## config.mk

```make
export PLATFORM = sky130hd
export DESIGN_NAME = pea_scheduler
export DESIGN_NICKNAME = d
export VERILOG_FILES = /design/src/rtl/pea_scheduler.sv
export SDC_FILE = /design/constraint.sdc
export NUM_CORES = 1
export LEC_CHECK = 0
export ABC_CLOCK_PERIOD_IN_PS = 2600
export CORE_MARGIN = 1
export CORE_UTILIZATION = 25
export DETAILED_ROUTE_END_ITERATION = 10
export DONT_BUFFER_PORTS = 1
export GPL_ROUTABILITY_DRIVEN = 0
export PLACE_DENSITY = 0.49
export SETUP_SLACK_MARGIN = 0.2
export SLEW_MARGIN = 20
export SYNTH_ARGS = -nofsm -noshare
export SYNTH_HDL_FRONTEND = slang
export SYNTH_SLANG_ARGS = --single-unit
```

## constraint.sdc

```tcl
create_clock -name clk -period 2.6 [get_ports clk]
set_clock_uncertainty 0.05 [all_clocks]
set_input_delay 0.39 -clock clk [delete_from_list [all_inputs] [get_ports clk]]
set_output_delay 0.39 -clock clk [all_outputs]
set_load 0.005 [all_outputs]
```

## src/rtl/pea_scheduler.sv

```systemverilog
`default_nettype none
// ============================================================================
// Module      : pea_scheduler
// Description : Firing scheduler for the PEA actor: enable check, one-cycle
//               invoke, FC handshake, firing/stall statistics and watchdog.
// Revision    : 1.0 - initial release
// ============================================================================
module pea_scheduler #(
    parameter int buffer_size = 1024,
    parameter int timeout     = 1024
) (
    input  logic                          clk,
    input  logic                          rst,
    input  logic                          run,
    input  logic [$clog2(buffer_size):0]  command_pop,
    input  logic [$clog2(buffer_size):0]  data_pop,
    input  logic [$clog2(buffer_size):0]  result_free,
    input  logic [$clog2(buffer_size):0]  status_free,
    input  logic [1:0]                    mode_in,
    input  logic [3:0]                    N,
    input  logic [4:0]                    b,
    input  logic                          FC,
    output logic                          invoke,
    output logic [1:0]                    next_mode_out,
    output logic                          busy,
    output logic [15:0]                   fire_count,
    output logic [15:0]                   stall_count,
    output logic                          timeout_err
);

    localparam int c_CW = $clog2(buffer_size) + 1;
    localparam int c_WW = $clog2(timeout + 1);

    localparam logic [1:0] c_MODE_CMD = 2'b00;
    localparam logic [1:0] c_MODE_STP = 2'b01;
    localparam logic [1:0] c_MODE_EVP = 2'b10;

    typedef enum logic [2:0] {
        S_IDLE   = 3'd0,
        S_SETTLE = 3'd1,
        S_EVAL   = 3'd2,
        S_INVOKE = 3'd3,
        S_WAIT   = 3'd4
    } state_t;

    state_t            r_state;
    logic [c_CW-1:0]   r_command_pop_q;
    logic [c_CW-1:0]   r_data_pop_q;
    logic [c_CW-1:0]   r_result_free_q;
    logic [c_CW-1:0]   r_status_free_q;
    logic [3:0]        r_n_q;
    logic [4:0]        r_b_q;
    logic [c_WW-1:0]   r_wd;
    logic              r_invoke;
    logic              r_busy;
    logic [1:0]        r_next_mode;
    logic [15:0]       r_fire_count;
    logic [15:0]       r_stall_count;
    logic              r_timeout_err;

    logic              w_enable;
    logic [c_CW-1:0]   w_n_plus1;
    logic [c_CW-1:0]   w_b_ext;

    // Enable is judged on the sampled copies so a firing sees settled counts.
    always_comb begin
        w_enable  = 1'b0;
        w_n_plus1 = c_CW'(r_n_q) + c_CW'(1);
        w_b_ext   = c_CW'(r_b_q);
        case (r_next_mode)
            c_MODE_CMD: w_enable = (r_command_pop_q != '0) && (r_status_free_q != '0)
                                   && (r_result_free_q != '0);
            c_MODE_STP: w_enable = (r_data_pop_q >= w_n_plus1) && (r_status_free_q != '0);
            c_MODE_EVP: begin
                if (r_b_q != '0)
                    w_enable = (r_data_pop_q >= w_b_ext) && (r_result_free_q >= w_b_ext);
                else
                    w_enable = (r_status_free_q != '0);
            end
            default:    w_enable = (r_status_free_q != '0);
        endcase
    end

    always_ff @(posedge clk) begin
        if (!rst) begin
            r_state         <= S_IDLE;
            r_command_pop_q <= '0;
            r_data_pop_q    <= '0;
            r_result_free_q <= '0;
            r_status_free_q <= '0;
            r_n_q           <= '0;
            r_b_q           <= '0;
            r_wd            <= '0;
            r_invoke        <= 1'b0;
            r_busy          <= 1'b0;
            r_next_mode     <= c_MODE_CMD;
            r_fire_count    <= '0;
            r_stall_count   <= '0;
            r_timeout_err   <= 1'b0;
        end else begin
            r_command_pop_q <= command_pop;
            r_data_pop_q    <= data_pop;
            r_result_free_q <= result_free;
            r_status_free_q <= status_free;
            r_n_q           <= N;
            r_b_q           <= b;
            r_invoke        <= 1'b0;

            case (r_state)
                S_IDLE: begin
                    if (run && !r_timeout_err)
                        r_state <= S_SETTLE;
                end
                S_SETTLE: begin
                    r_state <= S_EVAL;
                end
                S_EVAL: begin
                    if (!run) begin
                        r_state <= S_IDLE;
                    end else if (w_enable) begin
                        r_state  <= S_INVOKE;
                        r_invoke <= 1'b1;
                        r_busy   <= 1'b1;
                    end else if (r_stall_count != 16'hFFFF) begin
                        r_stall_count <= r_stall_count + 16'd1;
                    end
                end
                S_INVOKE: begin
                    r_wd    <= '0;
                    r_state <= S_WAIT;
                end
                S_WAIT: begin
                    if (FC) begin
                        r_next_mode  <= mode_in;
                        r_fire_count <= r_fire_count + 16'd1;
                        r_busy       <= 1'b0;
                        r_state      <= run ? S_SETTLE : S_IDLE;
                    end else if (r_wd == c_WW'(timeout - 1)) begin
                        r_timeout_err <= 1'b1;
                        r_busy        <= 1'b0;
                        r_state       <= S_IDLE;
                    end else begin
                        r_wd <= r_wd + c_WW'(1);
                    end
                end
                default: begin
                    r_busy  <= 1'b0;
                    r_state <= S_IDLE;
                end
            endcase
        end
    end

    assign invoke        = r_invoke;
    assign busy          = r_busy;
    assign next_mode_out = r_next_mode;
    assign fire_count    = r_fire_count;
    assign stall_count   = r_stall_count;
    assign timeout_err   = r_timeout_err;

endmodule
`default_nettype wire

```

# Yosys cells after proc, flatten, opt, wreduce, memory -nomap -nowiden
# Index checks and enable logic that the tools add are counted.
[totals]
input_bits = 59
register_bits = 104
word_cells = 78
[op_classes]
mux = 18
n_eq_ne = 15
order_cmp = 3
n_reduce_logical = 21
addsub = 4
bitwise_logic = 3
[op_table]
columns = ["op", "n"]
rows = [
  ["$ge 11x5->1", 3],
  ["$reduce_bool 11->1", 3],
  ["$add 16x1->16 const B", 2],
  ["$mux 11", 2],
  ["$pmux 11 s2", 1],
  ["$ne 16x16->1 const B", 1],
  ["$mux 3", 5],
  ["$pmux 3 s5", 1],
  ["$reduce_and 3->1", 4],
  ["$add 11x1->11 const B", 1],
  ["$eq 11x10->1 const B", 1],
  ["$ne 2x2->1 const B", 5],
  ["$reduce_and 4->1", 2],
  ["$mux 1", 7],
  ["$eq 3x2->1 const B", 2],
  ["$ne 3x3->1 const B", 2],
  ["$pmux 1 s3", 2],
  ["$add 4x1->5 const B", 1],
  ["$logic_and 1x1->1", 5],
  ["$reduce_bool 5->1", 1],
  ["$eq 3x1->1 const B", 1],
  ["$eq 3x3->1 const B", 1],
  ["$logic_not 3->1", 1],
  ["$not 1->1", 3],
  ["other kinds (7)", 7],
]

# Depth between registers and ports, before layout
[depth]
word_depth = 7
ltp_mapped = 10

# Worst setup path after synthesis
# OpenSTA, ideal clock, no wires.
[synth_timing]
path_type = "flip-flop to flip-flop"
startpoint = "register r_n_q[0]"
endpoint = "register r_stall_count[8] (netlist: stall_count[8])"
arrival_ns = 2.139
path_stages_with_launch = 10
synth_period_minus_slack_ns = 2.261
slack_ns = 0.339
t_required_ns = 2.478
path_cell_list = "dfxtp_1 ha_1 inv_1 ha_1 a2111oi_0 o21ai_0 o2bb2ai_2 buf_6 nor4_1 mux2i_1"
[synth_between]
elab_chain_cells = 6
[synth_rtl]
columns = ["element", "line", "source"]
rows = [
  ["from (decl)", "51", "logic [3:0] r_n_q;"],
  ["from (signal assigned)", "91", "r_n_q <= '0;"],
  ["from (signal assigned)", "105", "r_n_q <= N;"],
  ["$add 4x1->5", "68", "w_n_plus1 = c_CW'(r_n_q) + c_CW'(1);"],
  ["$ge 11x5->1", "73", "c_MODE_STP: w_enable = (r_data_pop_q >= w_n_plus1) && (r_status_free_q != '0);"],
  ["$logic_and 1x1->1", "73", ""],
  ["$pmux 1 s3", "70", "case (r_next_mode)"],
  ["$not 1->1 (no line)", "n/a", ""],
  ["$reduce_and 4->1 (no line)", "n/a", ""],
  ["to (signal assigned)", "125", "r_stall_count <= r_stall_count + 16'd1;"],
  ["to (decl)", "58", "logic [15:0] r_stall_count;"],
]
# No other way between the ends.
# A chain may end at the register's enable or synchronous reset.

# Final worst setup path
[layout_timing]
startpoint = "register r_n_q[0]"
endpoint = "register r_stall_count[14] (netlist: stall_count[14])"
# Same word-level chain as after synthesis.

==> flow_summary.json <==
{
  "status": "finished clean",
  "p_seq_share_pct": 52.3,
  "finalHoldViolations": 0,
  "finalNetCount": 562,
  "routed_wl_mm": 11.0,
  "p_switching_w": 0.000777,
  "cp_num_cells": 9,
  "final_util_pct": 30.5,
  "worstSetupPathType": "register to register",
  "endpoint_kind": "register",
  "cts_buffer_depth": 2,
  "synth_warnings": 0,
  "clock_latency_ns": 0.35,
  "reg2reg_depth": 9,
  "critPathTopFamily": "compound AO/OA/AOI/OAI gates",
  "grt_max_degree": 85,
  "synth_edf_count": 0,
  "worst_path_max_delay_cell": "a2111oi_4",
  "finalMaxSlewViolations": 0,
  "place_hpwl_mm": 7.78,
  "vias": 3380,
  "vias_per_cell": 4.73,
  "synthCells": 473,
  "p_leak_nw": 1.86,
  "synth.area.top_cells": "dfxtp_1 (47%), and2_1 (8.2%), ha_1 (5.3%)",
  "synth_flop_cell": "dfxtp_1",
  "antenna_found_initial": 1,
  "ys_top_cells_by_count": "dfxtp_1 (104), and2_1 (58), nor2_1 (35)",
  "path_buf_inv": 2,
  "max_slew_margin_pct": 40.7,
  "ys_async_sr_fraction_pct": 0,
  "final_area_sq_mm": 0.00529,
  "whs_path_depth": 1,
  "overflow": 0,
  "p_clk_share_pct": 40.8,
  "cts-buffers-inserted": 9,
  "coreArea_sq_mm": 0.0174,
  "ys_types": 59,
  "track_usage_pct": 12.6,
  "hp-class": "primary input to register",
  "syn-num-nets": 551,
  "antenna_left": 0,
  "port_buffers": 0,
  "clk_pin_slew_ns": 0.08,
  "worst_pin_slew_ns": 0.888,
  "finalSetupViolCount": 0,
  "synth_area_leader_cell": "dfxtp_1",
  "seq_area_sq_mm": 0.00209,
  "ys_ff_latch": 104,
  "initial_utilization_pct": 25.6,
  "syn_avg_cell_area_sq_um": 9.41,
  "die_width_um": 135,
  "period_share_pct": 91.8,
  "areaGrowthSynthToFinish_pct": 18.9,
  "cts_tree": "built",
  "swShare_pct": 24.4,
  "fp.dieH_um": 135,
  "synth.most_common_cell": "dfxtp_1",
  "grt_pass1_vias": 3478,
  "timing.fmax_ghz": 0.419,
  "rsz0062_at_grt": "yes",
  "wire_per_inst_um": 15.4,
  "power_density_mw_per_mm2": 602,
  "drive_gt1_share_pct": 12.9,
  "internal-power_w": 0.00241,
  "grt_pass1_wl_mm": 17.8,
  "synth_top_area_share_pct": 46.8,
  "multi_input_area_sq_mm": 0.00244,
  "crit_arrival_ns": 2.59,
  "cpMostUsedCell": "ha_4",
  "postPlaceCellArea_sq_mm": 0.00474,
  "drtPass1Iterations": 6,
  "drt-initial-drc-count": 179,
  "clock-sinks": 104,
  "htreeDepth": 3,
  "fill_cells": 1784,
  "route.detailed.drc": 0,
  "syn_area_sq_mm": 0.00445,
  "clock-root-buffer": "clkbuf_16",
  "ys_seq_area_share_pct": 46.8,
  "peakVddDrop_v": 0.000300,
  "fp-row-count": 48,
  "crit_path_start_kind": "register",
  "postCtsHoldBufs": 0,
  "worstPathCellList": "ha_4 -> inv_2 -> ha_4 -> a2111oi_4 -> o21ai_4 -> o2bb2ai_2 -> buf_4 -> o31a_1 -> o21a_1",
  "ioPinCount": 96,
  "comb_power_share_pct": 6.9,
  "maxCapViolations": 0,
  "dieArea_sq_mm": 0.0183,
  "cpPeakStageDelay_ns": 0.41,
  "period_needed_ns": 2.39,
  "cp.required_ns": 2.80,
  "worstPathMaxFanout": 4
}
==> cells by family (layout without fill, tap and decap cells) <==
family,Yosys count,count (layout),share of synthesized area [%]
buffers and inverters,36,50,3.57
flip-flops,104,104,46.8
AO/OA/AOI/OAI,63,65,10.1
adder cells (fa/ha/maj),19,19,5.34
XOR/XNOR,21,21,4.13
multiplexers,9,9,2.02
AND/OR/NAND/NOR,221,221,28.1
other,0,1,0
==> flip-flops by register name, indices dropped and copies added (netlist names), 3 cells and up <==
| signal | cells |
|---|---|
| r_status_free_q | 11 |
| r_command_pop_q | 11 |
| fire_count | 16 |
| r_data_pop_q | 11 |
| r_state | 3 |
| stall_count | 16 |
| r_b_q | 5 |
| r_result_free_q | 11 |
| r_n_q | 4 |
| r_wd | 11 |
==> metrics by stage <==
| stage | worst slack, ns | setup TNS (ns) | total power (W) | std cells | hold WS, ns |
|---|---|---|---|---|---|
| final | 0.212 | 0 | 0.00319 | 715 | 0.106 |
| after detailed placement | -0.000583 | -0.000583 | 0.00187 | 693 | 0.423 |
| after CTS | 0.202 | 0 | 0.00321 | 711 | 0.0917 |
| after floorplan | 0.339 | 0 | 0.00184 | 473 | 0.408 |
| after global routing | 0.111 | 0 | 0.00334 | 715 | 0.0855 |
| after global placement | 0.0173 | 0 | 0.00186 | 693 | 0.418 |
==> per-layer routing <==
metal | wire, um | global-route usage [%] | up-vias
li1 | - | - | 1686
met1 | 4720 | 14.5 | 1596
met2 | 5400 | 21.3 | 82
met3 | 646 | 4.12 | 16
met4 | 234 | 5.24 | 0
met5 | 0 | 0 | -
==> cells in the final DEF, fill, tap and decap left out, types with 2 or more instances in the layout <==
master / Yosys / final
or2_2: 2 / 2
or4_4: 1 / 2
nand4_1: 13 / 13
a31oi_1: 3 / 2
buf_4: 1 / 12
o21ai_1: 0 / 3
and2_1: 58 / 58
nand2_1: 28 / 28
o31ai_1: 8 / 6
ha_1: 19 / 17
ha_4: 0 / 2
o21ai_0: 11 / 7
mux2i_1: 9 / 9
clkbuf_16: 0 / 9
and4_1: 6 / 6
clkinvlp_4: 0 / 2
or3_1: 4 / 4
xnor2_1: 10 / 10
nor3b_1: 2 / 2
nor4_1: 16 / 15
inv_1: 18 / 17
inv_6: 0 / 4
nand3_1: 14 / 14
dfxtp_1: 104 / 102
and3_1: 8 / 8
o21a_1: 5 / 5
o2bb2ai_4: 0 / 2
o41ai_2: 0 / 2
a21oi_4: 1 / 2
a21oi_1: 16 / 14
o31ai_4: 0 / 3
nor2_1: 35 / 35
buf_6: 2 / 4
o211ai_1: 2 / 2
or4_1: 3 / 2
nor3_1: 9 / 7
xor2_1: 11 / 11
nand2b_1: 12 / 12
==> final cells by class <==
| cell class | instances | area share, % |
|---|---|---|
| multi-input cells | 335 | 46.1 |
| repair buffers | 16 | 2.55 |
| clock inverters | 6 | 0.946 |
| flip-flops and latches | 104 | 39.4 |
| diodes | 1 | 0.0473 |
| clock buffers | 10 | 4.33 |
| well taps | 225 | 5.32 |
| inverters | 18 | 1.28 |
==> what timing repair did <==
item                       CTS  global route
pin swaps                    2            10
gates resized for setup      8            32
gates cloned                 1             1
setup endpoints to repair   17            19
setup buffers                1             2
==> worst paths after layout <==
| check | from | to | slack [ns] |
|---|---|---|---|
| worst min register to register | r_wd[10]$_SDFFE_PN0P_ | r_wd[10]$_SDFFE_PN0P_ | 0.43 |
| worst min-delay path | N[3] | r_n_q[3]$_SDFF_PN0_ | 0.11 |
| worst max-delay path | r_n_q[0]$_SDFF_PN0_ | stall_count[14]$_SDFFE_PN0P_ | 0.21 |
| worst max register to register | r_n_q[0]$_SDFF_PN0_ | stall_count[14]$_SDFFE_PN0P_ | 0.21 |
==> power groups by stage <==
stage	logic, W	registers (W)	clock network (W)
CTS	0.000185	0.00167	0.00136
global placement	0.000163	0.00170	0
finish	0.000221	0.00167	0.00130
floorplan	0.000142	0.00169	0
detailed placement	0.000166	0.00170	0
global route	0.000248	0.00167	0.00142
Power figures use the tool's default switching activity.
